### config.mk
export PLATFORM = sky130hd
export DESIGN_NAME = mem_access_unit
export DESIGN_NICKNAME = d
export VERILOG_FILES = /design/src/rtl/mem_access_unit.sv
export SDC_FILE = /design/constraint.sdc
export NUM_CORES = 1
export LEC_CHECK = 0
export ABC_AREA = 1
export BUFFER_PORTS_ARGS = -buffer_cell sky130_fd_sc_hd__buf_4
export CAP_MARGIN = 0
export CORE_MARGIN = 2
export CORE_UTILIZATION = 38
export DETAILED_ROUTE_END_ITERATION = 10
export PLACE_DENSITY_LB_ADDON = 0.05
export REMOVE_ABC_BUFFERS = 1
export SLEW_MARGIN = 20
export SYNTH_ARGS = -nofsm -noshare
export SYNTH_HDL_FRONTEND = slang
export SYNTH_SLANG_ARGS = --single-unit
### constraint.sdc
create_clock -name clk -period 7.3 [get_ports clk]
set_input_delay 1.095 -clock clk [delete_from_list [all_inputs] [get_ports clk]]
set_output_delay 1.095 -clock clk [all_outputs]
set_load 0.01 [all_outputs]
### src/rtl/mem_access_unit.sv
// mem_access_unit
//   Bridges single CPU load/store requests onto a word-wide data memory with a
//   registered (1-cycle latency) read port. Handles byte/halfword/word access
//   with big-endian lane selection, sign/zero extension on loads, and
//   read-modify-write for sub-word stores. Misaligned or illegal-size requests
//   complete immediately with err=1 and never touch memory.
//
// Ports
//   clk, reset       rising-edge clock, asynchronous active-high reset
//   req              CPU request, inputs held stable until done
//   we               1 = store, 0 = load
//   size             00 byte, 01 halfword, 10 word, 11 illegal
//   sgn              sign-extend byte/half loads
//   addr             byte address
//   wdata            store data, right-justified for byte/half
//   rdata            load result (held between accesses)
//   done             one-cycle completion pulse
//   stall            pipeline hold = req & ~done
//   err              misalignment / illegal-size flag (held between accesses)
//   memAddr          word-aligned byte address to memory (0 when idle)
//   memWriteData     full word to memory (0 unless writing)
//   MemWrite/MemRead memory strobes, never both high
//   memReadData      memory read data, valid the cycle after MemRead
module mem_access_unit (
  input  logic        clk,
  input  logic        reset,
  input  logic        req,
  input  logic        we,
  input  logic [1:0]  size,
  input  logic        sgn,
  input  logic [31:0] addr,
  input  logic [31:0] wdata,
  output logic [31:0] rdata,
  output logic        done,
  output logic        stall,
  output logic        err,
  output logic [31:0] memAddr,
  output logic [31:0] memWriteData,
  output logic        MemWrite,
  output logic        MemRead,
  input  logic [31:0] memReadData
);

  typedef enum logic [2:0] {IDLE, RD, RD_WAIT, WR, RESP} state_t;

  state_t      state, next;
  logic        we_q, sgn_q, err_q;
  logic [1:0]  size_q;
  logic [31:0] addr_q, word_q, rdata_q;
  logic        misaligned, accept;

  assign misaligned = (size == 2'b11) ||
                      (size == 2'b01 && addr[0]) ||
                      (size == 2'b10 && addr[1:0] != 2'b00);
  assign accept     = (state == IDLE) && req;

  // Big-endian lane extract: offset 0 is the most significant byte.
  function automatic logic [31:0] extract(input logic [31:0] w, input logic [1:0] sz,
                                          input logic [1:0] off, input logic s);
    logic [7:0]  b;
    logic [15:0] h;
    case (off)
      2'd0:    b = w[31:24];
      2'd1:    b = w[23:16];
      2'd2:    b = w[15:8];
      default: b = w[7:0];
    endcase
    h = off[1] ? w[15:0] : w[31:16];
    case (sz)
      2'b00:   extract = {{24{s & b[7]}}, b};
      2'b01:   extract = {{16{s & h[15]}}, h};
      default: extract = w;
    endcase
  endfunction

  // Replace only the addressed lane; all other bits come from the read word.
  function automatic logic [31:0] merge(input logic [31:0] w, input logic [1:0] sz,
                                        input logic [1:0] off, input logic [31:0] d);
    logic [31:0] r;
    r = w;
    if (sz == 2'b00) begin
      case (off)
        2'd0:    r[31:24] = d[7:0];
        2'd1:    r[23:16] = d[7:0];
        2'd2:    r[15:8]  = d[7:0];
        default: r[7:0]   = d[7:0];
      endcase
    end else if (sz == 2'b01) begin
      if (off[1]) r[15:0]  = d[15:0];
      else        r[31:16] = d[15:0];
    end
    merge = r;
  endfunction

  // NOTE: sequential state uses non-blocking (<=) so every register samples
  // pre-edge values; blocking here would create order-dependent simulation.
  always_ff @(posedge clk or posedge reset) begin
    if (reset) begin
      state   <= IDLE;
      we_q    <= 1'b0;
      sgn_q   <= 1'b0;
      size_q  <= 2'b00;
      addr_q  <= '0;
      word_q  <= '0;
      rdata_q <= '0;
      err_q   <= 1'b0;
    end else begin
      state <= next;
      if (accept) begin
        we_q   <= we;
        sgn_q  <= sgn;
        size_q <= size;
        addr_q <= addr;
        word_q <= wdata;       // word stores go straight to WR with this
        err_q  <= misaligned;
      end
      if (state == RD_WAIT) begin
        if (we_q) word_q  <= merge(memReadData, size_q, addr_q[1:0], word_q);
        else      rdata_q <= extract(memReadData, size_q, addr_q[1:0], sgn_q);
      end
    end
  end

  // Strobes and address are decoded from state alone, so reset forces them
  // low asynchronously and an aborted write never reaches memory.
  always_comb begin
    // NOTE: every output gets a default first so no path leaves it unassigned
    // and no latch is inferred.
    next         = state;
    MemRead      = 1'b0;
    MemWrite     = 1'b0;
    memAddr      = '0;
    memWriteData = '0;
    case (state)
      IDLE: begin
        if (req) begin
          if (misaligned)                 next = RESP;
          else if (we && size == 2'b10)   next = WR;
          else                            next = RD;
        end
      end
      RD: begin
        MemRead = 1'b1;
        memAddr = {addr_q[31:2], 2'b00};
        next    = RD_WAIT;
      end
      RD_WAIT: begin
        MemRead = 1'b1;
        memAddr = {addr_q[31:2], 2'b00};
        next    = we_q ? WR : RESP;
      end
      WR: begin
        MemWrite     = 1'b1;
        memAddr      = {addr_q[31:2], 2'b00};
        memWriteData = word_q;
        next         = RESP;
      end
      RESP:    next = IDLE;
      default: next = IDLE;
    endcase
  end

  assign done  = (state == RESP);
  assign stall = req & ~done;
  assign rdata = rdata_q;
  assign err   = err_q;

endmodule

==> key figures, run 1 <==
Run status
  – Outcome: complete, no violations

Placement
  – IO buf count: 201
  – Pre-CTS setup slack: 4.57 ns
  – Placement Cell Area: 7910 sq um
  – HPWL after detailed placement: 14.3 mm
  – Gpl congestion: 0.876

Clock network
  – H-tree Lvls: 3
  – Postcts setup bufs: 0
  – Num CTS Buffers: 9
  – Root Buffer: clkbuf_16
  – # clock sinks: 104
  – Worst-path clk slew: 0.07 ns
  – CTS tree: done
  – Clock Path Buffers: 2
  – # hold bufs at CTS: 0
  – Clock Latency Late Sink: 0.36 ns
  – Post_cts resized: 0

Logic synthesis
  – Yosys warns: 0
  – Commonest cells in the netlist: nand2_1 (291), inv_1 (126), nor2_1 (105)
  – Synth top area cells: dfrtp_1 (41%), nand2_1 (17%), inv_1 (7.4%)
  – Top-count cell post-synth: nand2_1
  – Synth cell types: 31
  – Synth Area per Inst: 6.72 sq um
  – Post-synth EDFFs: 0
  – Cell type with the largest total area after synthesis: dfrtp_1
  – Post-synthesis async set-or-reset flop share: 100%
  – Post-synthesis sequential area ratio: 41.0%
  – Ys flop type: dfrtp_1
  – Synthesized flop and latch total: 104
  – Yosys top cell area share: 41.0%
  – Mapped cell area: 6350 sq um
  – Post-synthesis cell count: 945

Job
  – Max_cap viols: 0

Layout
  – Fraction of layout cells with a size suffix above 1: 23.8%
  – Synth-to-Final Area Change: 29.1%
  – Fin nets: 1217
  – Final instance area: 8200 sq um
  – Core Util, Final: 49.8%
  – Number of antenna repair diodes: 0

Timing
  – Fmax: 328 MHz
  – Minimum clock period: 3.05 ns
  – Transition time of the tightest slew-check pin: 0.983 ns
  – Final setup fails: 0
  – Final Hold Viols: 0
  – Post-route setup TNS: 0 ns
  – Worst setup margin: 4.25 ns
  – Max Slew Vio Count: 0
  – Clk_skew: 0.00775 ns
  – Crit share post-route: 41.8%
  – RSZ-0062 raised after global routing: false
  – Slew margin rel.: 34.3%
  – Hold_ws: 0.482 ns

Routing
  – Vias per cell: 4.70
  – Drt pass-1 iters: 5
  – DRC violations left: 0
  – DRT iter0 DRCs: 354
  – ANT nets after route: 0
  – DR WL/cell: 14.8 um
  – DRT Wirelength: 19.8 mm
  – Vias: 6296

Floorplan
  – Die area: 17800 sq um
  – Starting density of the core: 38.6%
  – Core footprint: 16500 sq um
  – # IOs: 204
  – Site Rows: 47
  – Die Span Y: 133 um
  – Die Width: 133 um

Global routing
  – First-pass GRT wire length: 31.8 mm
  – Initial antenna violation count: 0
  – Vias in the first global route: 5991
  – Tot GR Track Use: 22.6%
  – Final global-route overflow total: 0
  – Largest net degree at the start of global routing: 90

Critical path
  – Endpoint class of the critical path: primary output
  – Setup crit start kind: register
  – Worst Path Max Fanout: 30
  – Kind of critical path: register to primary output
  – Worst path arrival time: 1.95 ns
  – Reg2reg start: state[0]$_DFFE_PP0P_
  – Crit path to: memAddr[4]
  – Flop2flop setup slack: 4.88 ns
  – CP peak stage delay: 0.72 ns
  – Most frequent cell on the critical path: nand2_1
  – Worst Reg2Reg Path Length in Cells: 8
  – Critical path origin: state[0]$_DFFE_PP0P_
  – Worst path slowest cell: nand2_1
  – Critical Path, Cell by Cell: inv_1 > nand2_1 > nand2_1 > nor2_1 > buf_4
  – WP data required: 6.20 ns
  – Critical R2R Capture: rdata[27]$_DFFE_PP0P_

Worst hold path
  – Hold crit path type: register to register
  – Hold Path Stages: 2

Power
  – Peak supply drop: 0.000156 V
  – PD cells: 393 nW/um^2
  – Static leakage: 4.51 nW
[report_power, final]
| group | leakage (nW) | internal [W] | switching [W] |
|---|---|---|---|
| combinational | 3.13 | 0.000646 | 0.00105 |
| sequential | 1.25 | 0.000861 | 0.000174 |
| clock | 0.141 | 0.000277 | 0.000216 |
[cell type report]
cell class / count / area [sq um]
well taps: 220 / 275
inverters: 138 / 526
clock buffers: 14 / 254
repair buffers: 206 / 1550
flip-flops and latches: 104 / 2600
clock inverters: 2 / 38.8
multi-input cells: 655 / 2960
fillers: 1724 / 8270
[worst min-delay path by stage]
stage	to	startpoint	slack (ns)
finish	rdata[2]$_DFFE_PP0P_	rdata[2]$_DFFE_PP0P_	0.48
global route	rdata[2]$_DFFE_PP0P_	rdata[2]$_DFFE_PP0P_	0.51
detailed placement	rdata[2]$_DFFE_PP0P_	rdata[2]$_DFFE_PP0P_	0.47
global placement	err$_DFFE_PP0N_	err$_DFFE_PP0N_	0.46
floorplan	word_q[14]$_DFFE_PP0P_	word_q[14]$_DFFE_PP0P_	0.45
CTS	err$_DFFE_PP0N_	err$_DFFE_PP0N_	0.49
[cells in the final DEF, fill, tap and decap left out, drive strengths merged, types with 4 or more instances in the layout]
| cell | netlist | layout |
|---|---|---|
| or2 | 18 | 18 |
| o211ai | 22 | 22 |
| nor2 | 115 | 115 |
| inv | 135 | 135 |
| clkinv | 3 | 4 |
| o21ai | 82 | 82 |
| nand3 | 81 | 81 |
| dfrtp | 104 | 104 |
| buf | 36 | 206 |
| clkbuf | 13 | 14 |
| a21oi | 33 | 33 |
| nand2 | 297 | 297 |
[kinds of logic after synthesis]
family                 count (synthesis)  synth area share, %
buffers and inverters                187                 12.5
other                                  1               0.0591
flip-flops                           104                 41.0
AO/OA/AOI/OAI                        140                 12.1
AND/OR/NAND/NOR                      513                 34.4
[per-stage QoR]
| step | power (W) | instances |
|---|---|---|
| floorplan | 0.00210 | 897 |
| global placement | 0.00273 | 1323 |
| detailed placement | 0.00275 | 1323 |
| CTS | 0.00326 | 1339 |
| global route | 0.00353 | 1339 |
| finish | 0.00322 | 1339 |
[sequential cells by signal, indices dropped and copies added (netlist names)]
register and cells:
addr_q 32, err 1, rdata 32, sgn_q 1, size_q 2, state 3
we_q 1, word_q 32
[routing by layer]
metal | track usage [%] | up-vias | wire, um
met5 | 0 | - | 0
met4 | 8.33 | 0 | 498
met3 | 5.48 | 27 | 1510
met2 | 35.1 | 214 | 8760
met1 | 30.8 | 2802 | 9060
li1 | - | 3253 | -
[worst max-delay path: cells and delay by family (launching register included)]
kind / cells / cell delay (ns)
buf+inv: 2 / 0.28
simple gates: 3 / 0.91
flops: 1 / 0.39
No activity file was read; power rests on OpenSTA's default activity.
==> inputs of run 2 (changes only) <==
clock period = 2.95 ns   (was 7.3 ns; I/O delays follow)
==> key figures, run 2 (synthesis results as in run 1) <==
Run status
  – Outcome: complete, no violations

Layout
  – Final instance area: 8230 sq um (+0.35%)
  – Commonest non-fill, non-tap cell in the layout: nand2_1
  – Synth-to-Final Area Change: 29.6%
  – Filler Cell Count: 1759 (+2.0%)
  – Number of antenna repair diodes: 0 (unchanged)
  – Fraction of layout cells with a size suffix above 1: 24.4% (+0.63 points)
  – Most frequent cells in the layout: nand2_1 (291), buf_4 (210), inv_1 (125)
  – Fin nets: 1222 (+0.41%)

Timing
  – Fmax: 490 MHz
  – Final setup fails: 0 (unchanged)
  – Clk_skew: 0.00535 ns (-0.00241 ns)
  – Slew margin rel.: 47.2% (+13 points)
  – Transition time of the tightest slew-check pin: 0.789 ns (-0.194 ns)
  – Post-route setup TNS: 0 ns (unchanged)
  – RSZ-0062 raised after global routing: false
  – Max Slew Vio Count: 0 (unchanged)
  – Hold_ws: 0.144 ns (-0.338 ns)
  – Worst setup margin: 0.907 ns (-3.34 ns)
  – Crit share post-route: 69.2%
  – Final Hold Viols: 0 (unchanged)
  – Minimum clock period: 2.04 ns

Routing
  – Vias: 6319 (+0.37%)
  – DR WL/cell: 14.7 um (-0.77%)
  – ANT nets after route: 0 (unchanged)
  – Drt pass-1 iters: 6 (+1)
  – Highest metal used: met4
  – DRT iter0 DRCs: 459 (+30%)
  – Met2 wire len: 8.79 mm (+0.35%)
  – Vias per cell: 4.71 (about the same)
  – DRT Wirelength: 19.7 mm (-0.47%)
  – Met3 WL: 1.52 mm (+0.80%)
  – DRC violations left: 0 (unchanged)
  – Met1 wire length: 8.92 mm (-1.6%)

Placement
  – Gpl congestion: 0.890 (+1.6%)
  – Placement Cell Area: 7960 sq um (+0.63%)
  – Pre-CTS setup slack: 0.951 ns (-3.62 ns)
  – IO buf count: 201 (unchanged)
  – HPWL after detailed placement: 14.5 mm (+1.4%)

Critical path
  – Critical Path, Cell by Cell: inv_4 > nand2_2 > inv_1 > o21ai_1 > nand2_1 > nand2_1 > nand2_1
  – Kind of critical path: register to register
  – Critical R2R Capture: word_q[24]$_DFF_PP0_
  – Reg2reg start: addr_q[1]$_DFFE_PP0N_
  – Worst path slowest cell: dfrtp_1
  – CP bufs+invs: 2 (unchanged)
  – Most frequent cell on the critical path: nand2_1
  – Worst path arrival time: 2.28 ns (+0.33 ns)
  – Flop2flop setup slack: 0.91 ns (-3.97 ns)
  – Endpoint class of the critical path: register
  – Worst Reg2Reg Path Length in Cells: 7 (-1)
  – Worst Path Max Fanout: 28 (-6.7%)
  – CP peak stage delay: 0.74 ns (+0.02 ns)
  – Top cell family by delay on the critical path: flip-flops
  – WP data required: 3.19 ns (-3.01 ns)
  – Setup crit start kind: register

Power
  – Static leakage: 4.54 nW (+0.61%)
  – Peak supply drop: 0.000437 V (+180%)
  – PD cells: 960 nW/um^2 (+140%)
  – Pwr Total: 0.00790 W (+150%)

Floorplan
  – Core footprint: 16500 sq um (unchanged)
  – Die Span Y: 133 um (unchanged)
  – # IOs: 204 (unchanged)
  – Die Width: 133 um (unchanged)
  – Site Rows: 47 (unchanged)
  – Starting density of the core: 38.6% (unchanged)
  – Die area: 17800 sq um (unchanged)

Clock network
  – Root Buffer: clkbuf_16
  – # hold bufs at CTS: 0 (unchanged)
  – Clock Path Buffers: 2 (unchanged)
  – CTS tree: done
  – Num CTS Buffers: 9 (unchanged)
  – Clock Latency Late Sink: 0.35 ns (about the same)
  – # clock sinks: 104 (unchanged)
  – Post_cts resized: 0 (unchanged)
  – H-tree Lvls: 3 (unchanged)
  – Postcts setup bufs: 0 (unchanged)
  – Worst-path clk slew: 0.07 ns (about the same)

Global routing
  – First-pass GRT wire length: 31.8 mm (-0.11%)
  – Initial antenna violation count: 0 (unchanged)
  – Tot GR Track Use: 22.7% (+0.075 points)
  – Vias in the first global route: 6019 (+0.47%)
  – Largest net degree at the start of global routing: 64 (-29%)
  – Final global-route overflow total: 0 (unchanged)

Job
  – Max_cap viols: 0 (unchanged)

Worst hold path
  – Hold crit path type: input port to async pin
==> run 2: layout make-up <==
| class | instances | area, sq um | share of cell area, % |
|---|---|---|---|
| inverter | 138 | 526 | 6.39 |
| sequential | 104 | 2600 | 31.6 |
| multi-input combinational | 655 | 2960 | 35.9 |
| clock buffer | 10 | 239 | 2.90 |
| tap | 220 | 275 | 3.34 |
| timing repair buffer | 211 | 1600 | 19.4 |
| clock inverter | 5 | 32.5 | 0.395 |
==> run 2: metal layers <==
layer	GRT usage [%]	vias to the layer above
met1	30.9	2797
met5	0	-
met3	5.71	28
met4	8.75	0
met2	34.8	219
li1	-	3275
==> run 2: power breakdown <==
part           internal [W]  leakage [nW]  total (W)  switching [W]
clock network      0.000591         0.138    0.00113       0.000539
logic               0.00162          3.16    0.00419        0.00257
registers           0.00213          1.25    0.00258       0.000448
total               0.00434          4.54    0.00790        0.00356
==> run 2: how the worst max path moves through the flow <==
stage                     cells after the start                     to                  start  slack (ns)
after floorplan                               1  addr_q[0]$_DFFE_PP0N_                  reset       -0.22
after global routing                          7   word_q[24]$_DFF_PP0_  addr_q[1]$_DFFE_PP0N_        0.62
after detailed placement                      7   word_q[24]$_DFF_PP0_  addr_q[1]$_DFFE_PP0N_        0.95
after global placement                        7   word_q[24]$_DFF_PP0_  addr_q[1]$_DFFE_PP0N_        1.01
after CTS                                     6            memAddr[19]   state[0]$_DFFE_PP0P_        0.92
final                                         7   word_q[24]$_DFF_PP0_  addr_q[1]$_DFFE_PP0N_        0.91
==> run 2: through the flow <==
stage	util, %	instances
after floorplan	-	897
after global placement	48.3	1328
after detailed placement	48.3	1328
after CTS	50.0	1343
after global routing	50.0	1343
final	50.0	1343
